File: config.mk
export PLATFORM = sky130hd
export DESIGN_NAME = note_arbiter
export DESIGN_NICKNAME = d
export VERILOG_FILES = /design/src/rtl/note_arbiter.sv
export SDC_FILE = /design/constraint.sdc
export NUM_CORES = 1
export LEC_CHECK = 0
export ABC_AREA = 1
export BUFFER_PORTS_ARGS = -buffer_cell sky130_fd_sc_hd__buf_2
export CORE_MARGIN = 1
export CORE_UTILIZATION = 50
export CTS_BUF_LIST = sky130_fd_sc_hd__clkbuf_4 sky130_fd_sc_hd__clkbuf_8
export DETAILED_ROUTE_END_ITERATION = 8
export PLACE_DENSITY = 0.77
export SYNTH_ARGS = -nofsm -noshare
export SYNTH_HDL_FRONTEND = slang
export SYNTH_SLANG_ARGS = --single-unit
File: constraint.sdc
create_clock -name clk -period 3.5 [get_ports clk]
set_input_delay 0.35 -clock clk [delete_from_list [all_inputs] [get_ports clk]]
set_output_delay 0.35 -clock clk [all_outputs]
set_load 0.03 [all_outputs]
File: src/rtl/note_arbiter.sv
// Fixed-priority arbiter sharing one tone generator among three note sources,
// with a forced GAP_CYCLES silence between owners. Define NOTE_ARB_PREEMPT_EN for preemption.
module note_arbiter #(
    parameter int unsigned GAP_CYCLES = 1000
) (
    input  logic        clk,
    input  logic        rst,
    input  logic [2:0]  req_on,
    input  logic [11:0] req_key,
    output logic        tone_on,
    output logic [3:0]  tone_key,
    output logic [2:0]  grant,
    output logic        busy,
    output logic [7:0]  preempt_cnt
);

    // state | meaning
    // IDLE  | no owner, arbitrate on every edge
    // PLAY  | grant holds the owner, tone follows its key
    // GAP   | forced silence, requests ignored until count expires
    typedef enum logic [1:0] {IDLE, PLAY, GAP} state_t;

    localparam logic [15:0] GAP_LAST = 16'(GAP_CYCLES - 1);

    state_t      state, state_nx;
    logic [15:0] gap_cnt, gap_cnt_nx;
    logic        tone_on_nx, busy_nx;
    logic [3:0]  tone_key_nx;
    logic [2:0]  grant_nx;
    logic [2:0]  pick;
    logic [3:0]  pick_key;
    logic        owner_on;
    logic [3:0]  owner_key;

`ifdef NOTE_ARB_PREEMPT_EN
    logic [7:0] pcnt, pcnt_nx;
    logic       higher;
    // grant is one-hot during PLAY, so grant-1 masks every higher-priority bit
    assign higher = |(req_on & (grant - 3'd1));
    assign preempt_cnt = pcnt;
`else
    assign preempt_cnt = 8'd0;
`endif

    assign owner_on = |(req_on & grant);

    always_comb begin
        pick     = 3'b000;
        pick_key = req_key[3:0];
        if (req_on[0]) begin
            pick     = 3'b001;
            pick_key = req_key[3:0];
        end else if (req_on[1]) begin
            pick     = 3'b010;
            pick_key = req_key[7:4];
        end else if (req_on[2]) begin
            pick     = 3'b100;
            pick_key = req_key[11:8];
        end
    end

    always_comb begin
        owner_key = req_key[3:0];
        case (grant)
            3'b010:  owner_key = req_key[7:4];
            3'b100:  owner_key = req_key[11:8];
            default: owner_key = req_key[3:0];
        endcase
    end

    always_comb begin
        state_nx    = state;
        gap_cnt_nx  = gap_cnt;
        tone_on_nx  = tone_on;
        tone_key_nx = tone_key;
        grant_nx    = grant;
        busy_nx     = busy;
`ifdef NOTE_ARB_PREEMPT_EN
        pcnt_nx     = pcnt;
`endif
        case (state)
            IDLE: begin
                if (|req_on) begin
                    state_nx    = PLAY;
                    grant_nx    = pick;
                    tone_on_nx  = 1'b1;
                    tone_key_nx = pick_key;
                    busy_nx     = 1'b1;
                end else begin
                    tone_on_nx = 1'b0;
                    grant_nx   = 3'b000;
                    busy_nx    = 1'b0;
                end
            end
            PLAY: begin
                if (!owner_on) begin
                    state_nx   = GAP;
                    gap_cnt_nx = 16'd0;
                    tone_on_nx = 1'b0;
                    grant_nx   = 3'b000;
`ifdef NOTE_ARB_PREEMPT_EN
                end else if (higher) begin
                    state_nx   = GAP;
                    gap_cnt_nx = 16'd0;
                    tone_on_nx = 1'b0;
                    grant_nx   = 3'b000;
                    if (pcnt != 8'hFF)
                        pcnt_nx = pcnt + 8'd1;
`endif
                end else begin
                    tone_key_nx = owner_key;
                end
            end
            GAP: begin
                if (gap_cnt == GAP_LAST) begin
                    state_nx   = IDLE;
                    gap_cnt_nx = 16'd0;
                    busy_nx    = 1'b0;
                end else begin
                    gap_cnt_nx = gap_cnt + 16'd1;
                end
            end
            default: begin
                state_nx   = IDLE;
                gap_cnt_nx = 16'd0;
                tone_on_nx = 1'b0;
                grant_nx   = 3'b000;
                busy_nx    = 1'b0;
            end
        endcase
    end

    always_ff @(posedge clk or posedge rst) begin
        if (rst) begin
            state    <= IDLE;
            gap_cnt  <= 16'd0;
            tone_on  <= 1'b0;
            tone_key <= 4'd0;
            grant    <= 3'b000;
            busy     <= 1'b0;
`ifdef NOTE_ARB_PREEMPT_EN
            pcnt     <= 8'd0;
`endif
        end else begin
            state    <= state_nx;
            gap_cnt  <= gap_cnt_nx;
            tone_on  <= tone_on_nx;
            tone_key <= tone_key_nx;
            grant    <= grant_nx;
            busy     <= busy_nx;
`ifdef NOTE_ARB_PREEMPT_EN
            pcnt     <= pcnt_nx;
`endif
        end
    end

endmodule

Yosys cells after proc, flatten, opt, wreduce, memory -nomap -nowiden
Index checks and enable logic that the tools add are counted.
W data, S select, Z words.
{"block": "op_classes", "add_sub_neg": 1, "n_eq_ne": 9, "muxes": 25, "n_bitwise": 4, "reduce_logical": 9}
{"cell": "$pmux W16 S3", "n": 1}
{"cell": "$mux W16", "n": 2}
{"cell": "$mux W4", "n": 5}
{"cell": "$add A16 B1 Y16 const B", "n": 1}
{"cell": "$eq A16 B10 Y1 const B", "n": 1}
{"cell": "$pmux W4 S2", "n": 2}
{"cell": "$mux W3", "n": 5}
{"cell": "$pmux W3 S3", "n": 1}
{"cell": "$ne A2 B2 Y1 const B", "n": 4}
{"cell": "$mux W2", "n": 3}
{"cell": "$pmux W1 S3", "n": 2}
{"cell": "$pmux W2 S3", "n": 1}
{"cell": "$reduce_and A2 Y1", "n": 3}
{"cell": "$reduce_and A3 Y1", "n": 2}
{"cell": "$reduce_or A3 Y1", "n": 2}
{"cell": "$and A3 B3 Y3", "n": 1}
{"cell": "$eq A3 B2 Y1 const B", "n": 1}
{"cell": "$eq A3 B3 Y1 const B", "n": 1}
{"cell": "$mux W1", "n": 3}
{"cell": "$not A1 Y1", "n": 3}
{"cell": "$eq A2 B1 Y1 const B", "n": 1}
{"cell": "$eq A2 B2 Y1 const B", "n": 1}
{"cell": "$logic_not A2 Y1", "n": 1}
{"cell": "$reduce_bool A2 Y1", "n": 1}
{"block": "totals", "ff_bits": 27, "in_bits": 17, "out_inout_bits": 17, "word_cells": 54}

Longest topological paths before layout
{"block": "logic_depth", "depth_word": 5, "depth_mapped": 9, "ltp_nobuf": 9}

Worst setup path after synthesis
Ideal clock, no wire load.
{"block": "synth_timing", "kind": "reg-to-reg", "from": "register grant[2]", "to": "register tone_key[0]", "setup_ps": 121, "t_arrival_ps": 1196, "t_required_ps": 3379, "slack_ps": 2183, "stages_incl_launch_ff": 8, "n_path_buf": 1, "synth_period_minus_slack_ps": 1317, "path_cell_list": "dfrtp_1 > buf_2 > nor2_2 > nand2_1 > nand2_1 > nor2_1 > nor2_1 > o21ai_1"}
{"block": "synth_between", "elab_chain_cells": 4, "elab_cells_between_ends": 9, "classes_between": "eq/ne: 3; mux: 3; bitwise: 1; reduce/logical: 2"}
{"item": "start, declared", "line_no": "12", "rtl": "output logic [2:0] grant,"}
{"item": "start signal, assigned", "line_no": "149", "rtl": "grant <= grant_nx;"}
{"item": "$eq A3 B3 Y1, or another cell as far along", "line_no": "64", "rtl": "case (grant)"}
{"item": "$pmux W4 S2 or $reduce_or A3 Y1 (tied branches)", "line_no": "64, 45"}
{"item": "$mux W4 or $ne A2 B2 Y1 (tied branches)"}
{"item": "$pmux W4 S2 or $reduce_and A3 Y1 (tied branches)"}
{"item": "end signal, assigned", "line_no": "148", "rtl": "tone_key <= tone_key_nx;"}
{"item": "end, declared", "line_no": "11", "rtl": "output logic [3:0] tone_key,"}
Parallel ways exist; a longest one is shown, timed or not. The select of a mux whose other input is x is not followed.
A chain may end at the register's enable or synchronous reset.

Worst setup path in the final report
{"block": "layout_timing", "from": "register grant[2]", "to": "output port grant[2]"}
No word-level cell between the ends.

==> flow_metrics.tcl <==
set metrics [dict create \
    critPathCaptureType "output port" \
    core_area_um2 3470 \
    antenna_found_initial 0 \
    synth_seq_area_share_pct 35.7 \
    cpLargestDelayFamily "flip-flops" \
    worstPathRequired_ns 3.15 \
    syn_avg_cell_area_um2 7.01 \
    routed-via-count 1745 \
    die_h_um 63.5 \
    fillers 361 \
    critPathBufInv 1 \
    drv_cap 0 \
    leakagePower_nw 1.11 \
    use_met2_pct 37.4 \
    cts-resized-gates 0 \
    busiest_layer "met2" \
    drcViolationCount 0 \
    multi_input_area_um2 1040 \
    portBuffers 25 \
    cts_hold_buf 0 \
    syn_to_final_growth_pct 8.66 \
    grt_pass1_wl_um 6830 \
    worstSetupStartpoint "grant[2]" \
    fin_total_pwr_w 0.000543 \
    dieArea_um2 4040 \
    synth_warnings 0 \
    cts.clk_slew.worst_paths_ns 0.09 \
    hpwl_um 2990 \
    tightest_slew_ns 1.01 \
    ctsLongestPathBuffers 2 \
    crit_chain "buf_2" \
    root_buffer "clkbuf_8" \
    start_util_pct 54.6 \
    final.min_clock_period_ns 1.42 \
    clkSinkCount 27 \
    final_cell_mix "74 x nand2_1, 41 x nand3_1, 27 x dfrtp_1" \
    slowest_delay_ns 0.53 \
    rows 21 \
    cts_tree "yes" \
    final.period_utilization_pct 40.7 \
    synth_cells 270 \
    crit_path_max_fanout 9 \
    crit_type "flop to output port" \
    start_kind "flop" \
    relSlewSlack_pct 32.7 \
    crit_path_top_delay_cell "dfrtp_1" \
    grt_use_met1_pct 25.1 \
    ios 34 \
    slew_violations 0 \
    syn-cell-area_um2 1890 \
    ys_ff_latch 27 \
    holdCritPathClass "input pin to asynchronous set/reset pin" \
    tns_ns 0 \
    grt_pass1_vias 1644 \
    synth_top_area_share_pct 35.7 \
    fin_skew_ns 0.00230 \
    seq_area_um2 676 \
    use_met3_pct 2.90 \
    rsz0062_at_grt "no" \
    diodes 0 \
    preCtsSetupSlack_ns 2.15 \
    setup_ws_ns 2.08 \
    hold_viol_final 0 \
    viasPerCell 5.15 \
    fp.dieW_um 63.5 \
    grt_usage_pct 21.7 \
    ir_drop_mv 0.179 \
    grt_max_degree 28 \
    cts_setup_buffers 0 \
    routed_wl_um 3910 \
    grt_overflow 0 \
    clk_latency_ns 0.28 \
    cts_made_buffers 3 \
    drive_gt1_share_pct 22.9 \
    drt_first_pass_iters 4 \
    final_common_cell "nand2_1" \
    cp.arrival_ns 1.07 \
    ant_nets 0 \
    powerDensity_nw_per_um2 264 \
    synth_top_cell_by_area "dfrtp_1" \
    gp_congestion 0.867 \
    synthDistinctLibCells 27 \
    setup_violations 0 \
    wire_per_inst_um 11.5 \
    nNetsFinal 312 \
    netlist_top_cells_area "dfrtp_1 36%, nand2_1 15%, nand3_1 11%" \
    drtIter0Drc 75 \
    rr_startpoint "gap_cnt[0]" \
    max_clock_freq_mhz 703 \
    outcome "complete, no violations" \
    htree_num_levels 1 \
]
## metrics by stage
step | instances | utilization, % | area [um2] | hold slack, ns
after global placement | 335 | 58.0 | 2010 | 0.460
after CTS | 339 | 59.3 | 2060 | 0.339
after detailed placement | 335 | 58.0 | 2010 | 0.464
after global routing | 339 | 59.3 | 2060 | 0.391
after floorplan | 277 | - | 1920 | 0.403
final | 339 | 59.3 | 2060 | 0.295
## flip-flops by register name, indices dropped and copies added (netlist names)
signal,flops
tone_key,4
tone_on,1
state,2
grant,3
busy,1
gap_cnt,16
## cell usage after synthesis
library cell	count
buf_2	4
dfrtp_1	27
or2_2	1
ha_1	1
nor2_1	21
inv_1	18
nand2_1	74
nand2_4	5
nand3_2	2
nand3b_1	4
and2_1	1
nor2_4	2
buf_4	9
a21o_1	1
nand2_2	6
o22ai_1	1
conb_1	1
o21ai_2	1
inv_2	11
buf_6	1
nor2_2	9
mux2i_1	1
nand3_1	41
nand4_1	10
xor2_1	3
o21ai_1	11
o21ai_0	4
## worst paths after layout
check	to	slack [ns]	cells past startpoint
max	grant[2]	2.08	1
min	tone_key[1]	0.29	2
max reg2reg	gap_cnt[10]	2.13	6
min reg2reg	tone_key[0]	0.50	2
max in group asynchronous	gap_cnt[3]	2.59	2
min in group clk	grant[2]	0.40	3
## layout make-up
class	count	share of cell area, %
clock inverter	1	0.243
inverter	29	5.29
multi-input combinational	207	50.4
sequential	27	32.8
timing repair buffer	26	6.45
tap	46	2.80
clock buffer	3	2.01
## power by group
part | switching (W) | internal [W]
Clock | 0.0000998 | 0.0000800
Combinational | 0.0000357 | 0.0000139
Sequential | 0.00000111 | 0.000312
## cells by family after synthesis
logic type | share of synthesized area (%)
AOI/OAI and AO/OA | 5.16
xor gates and xnor gates | 1.39
adders and majority gates | 0.661
buffers and inverters | 11.0
DFF | 35.7
muxes | 0.529
other | 0.198
and+or+nand+nor | 45.4
## routing by layer
layer  wire length [um]  up-vias
met5                  0        -
met4                121        0
met3                117        9
met2               1880       38
met1               1790      793
li1                   -      905
No activity file was read; power rests on OpenSTA's default activity.
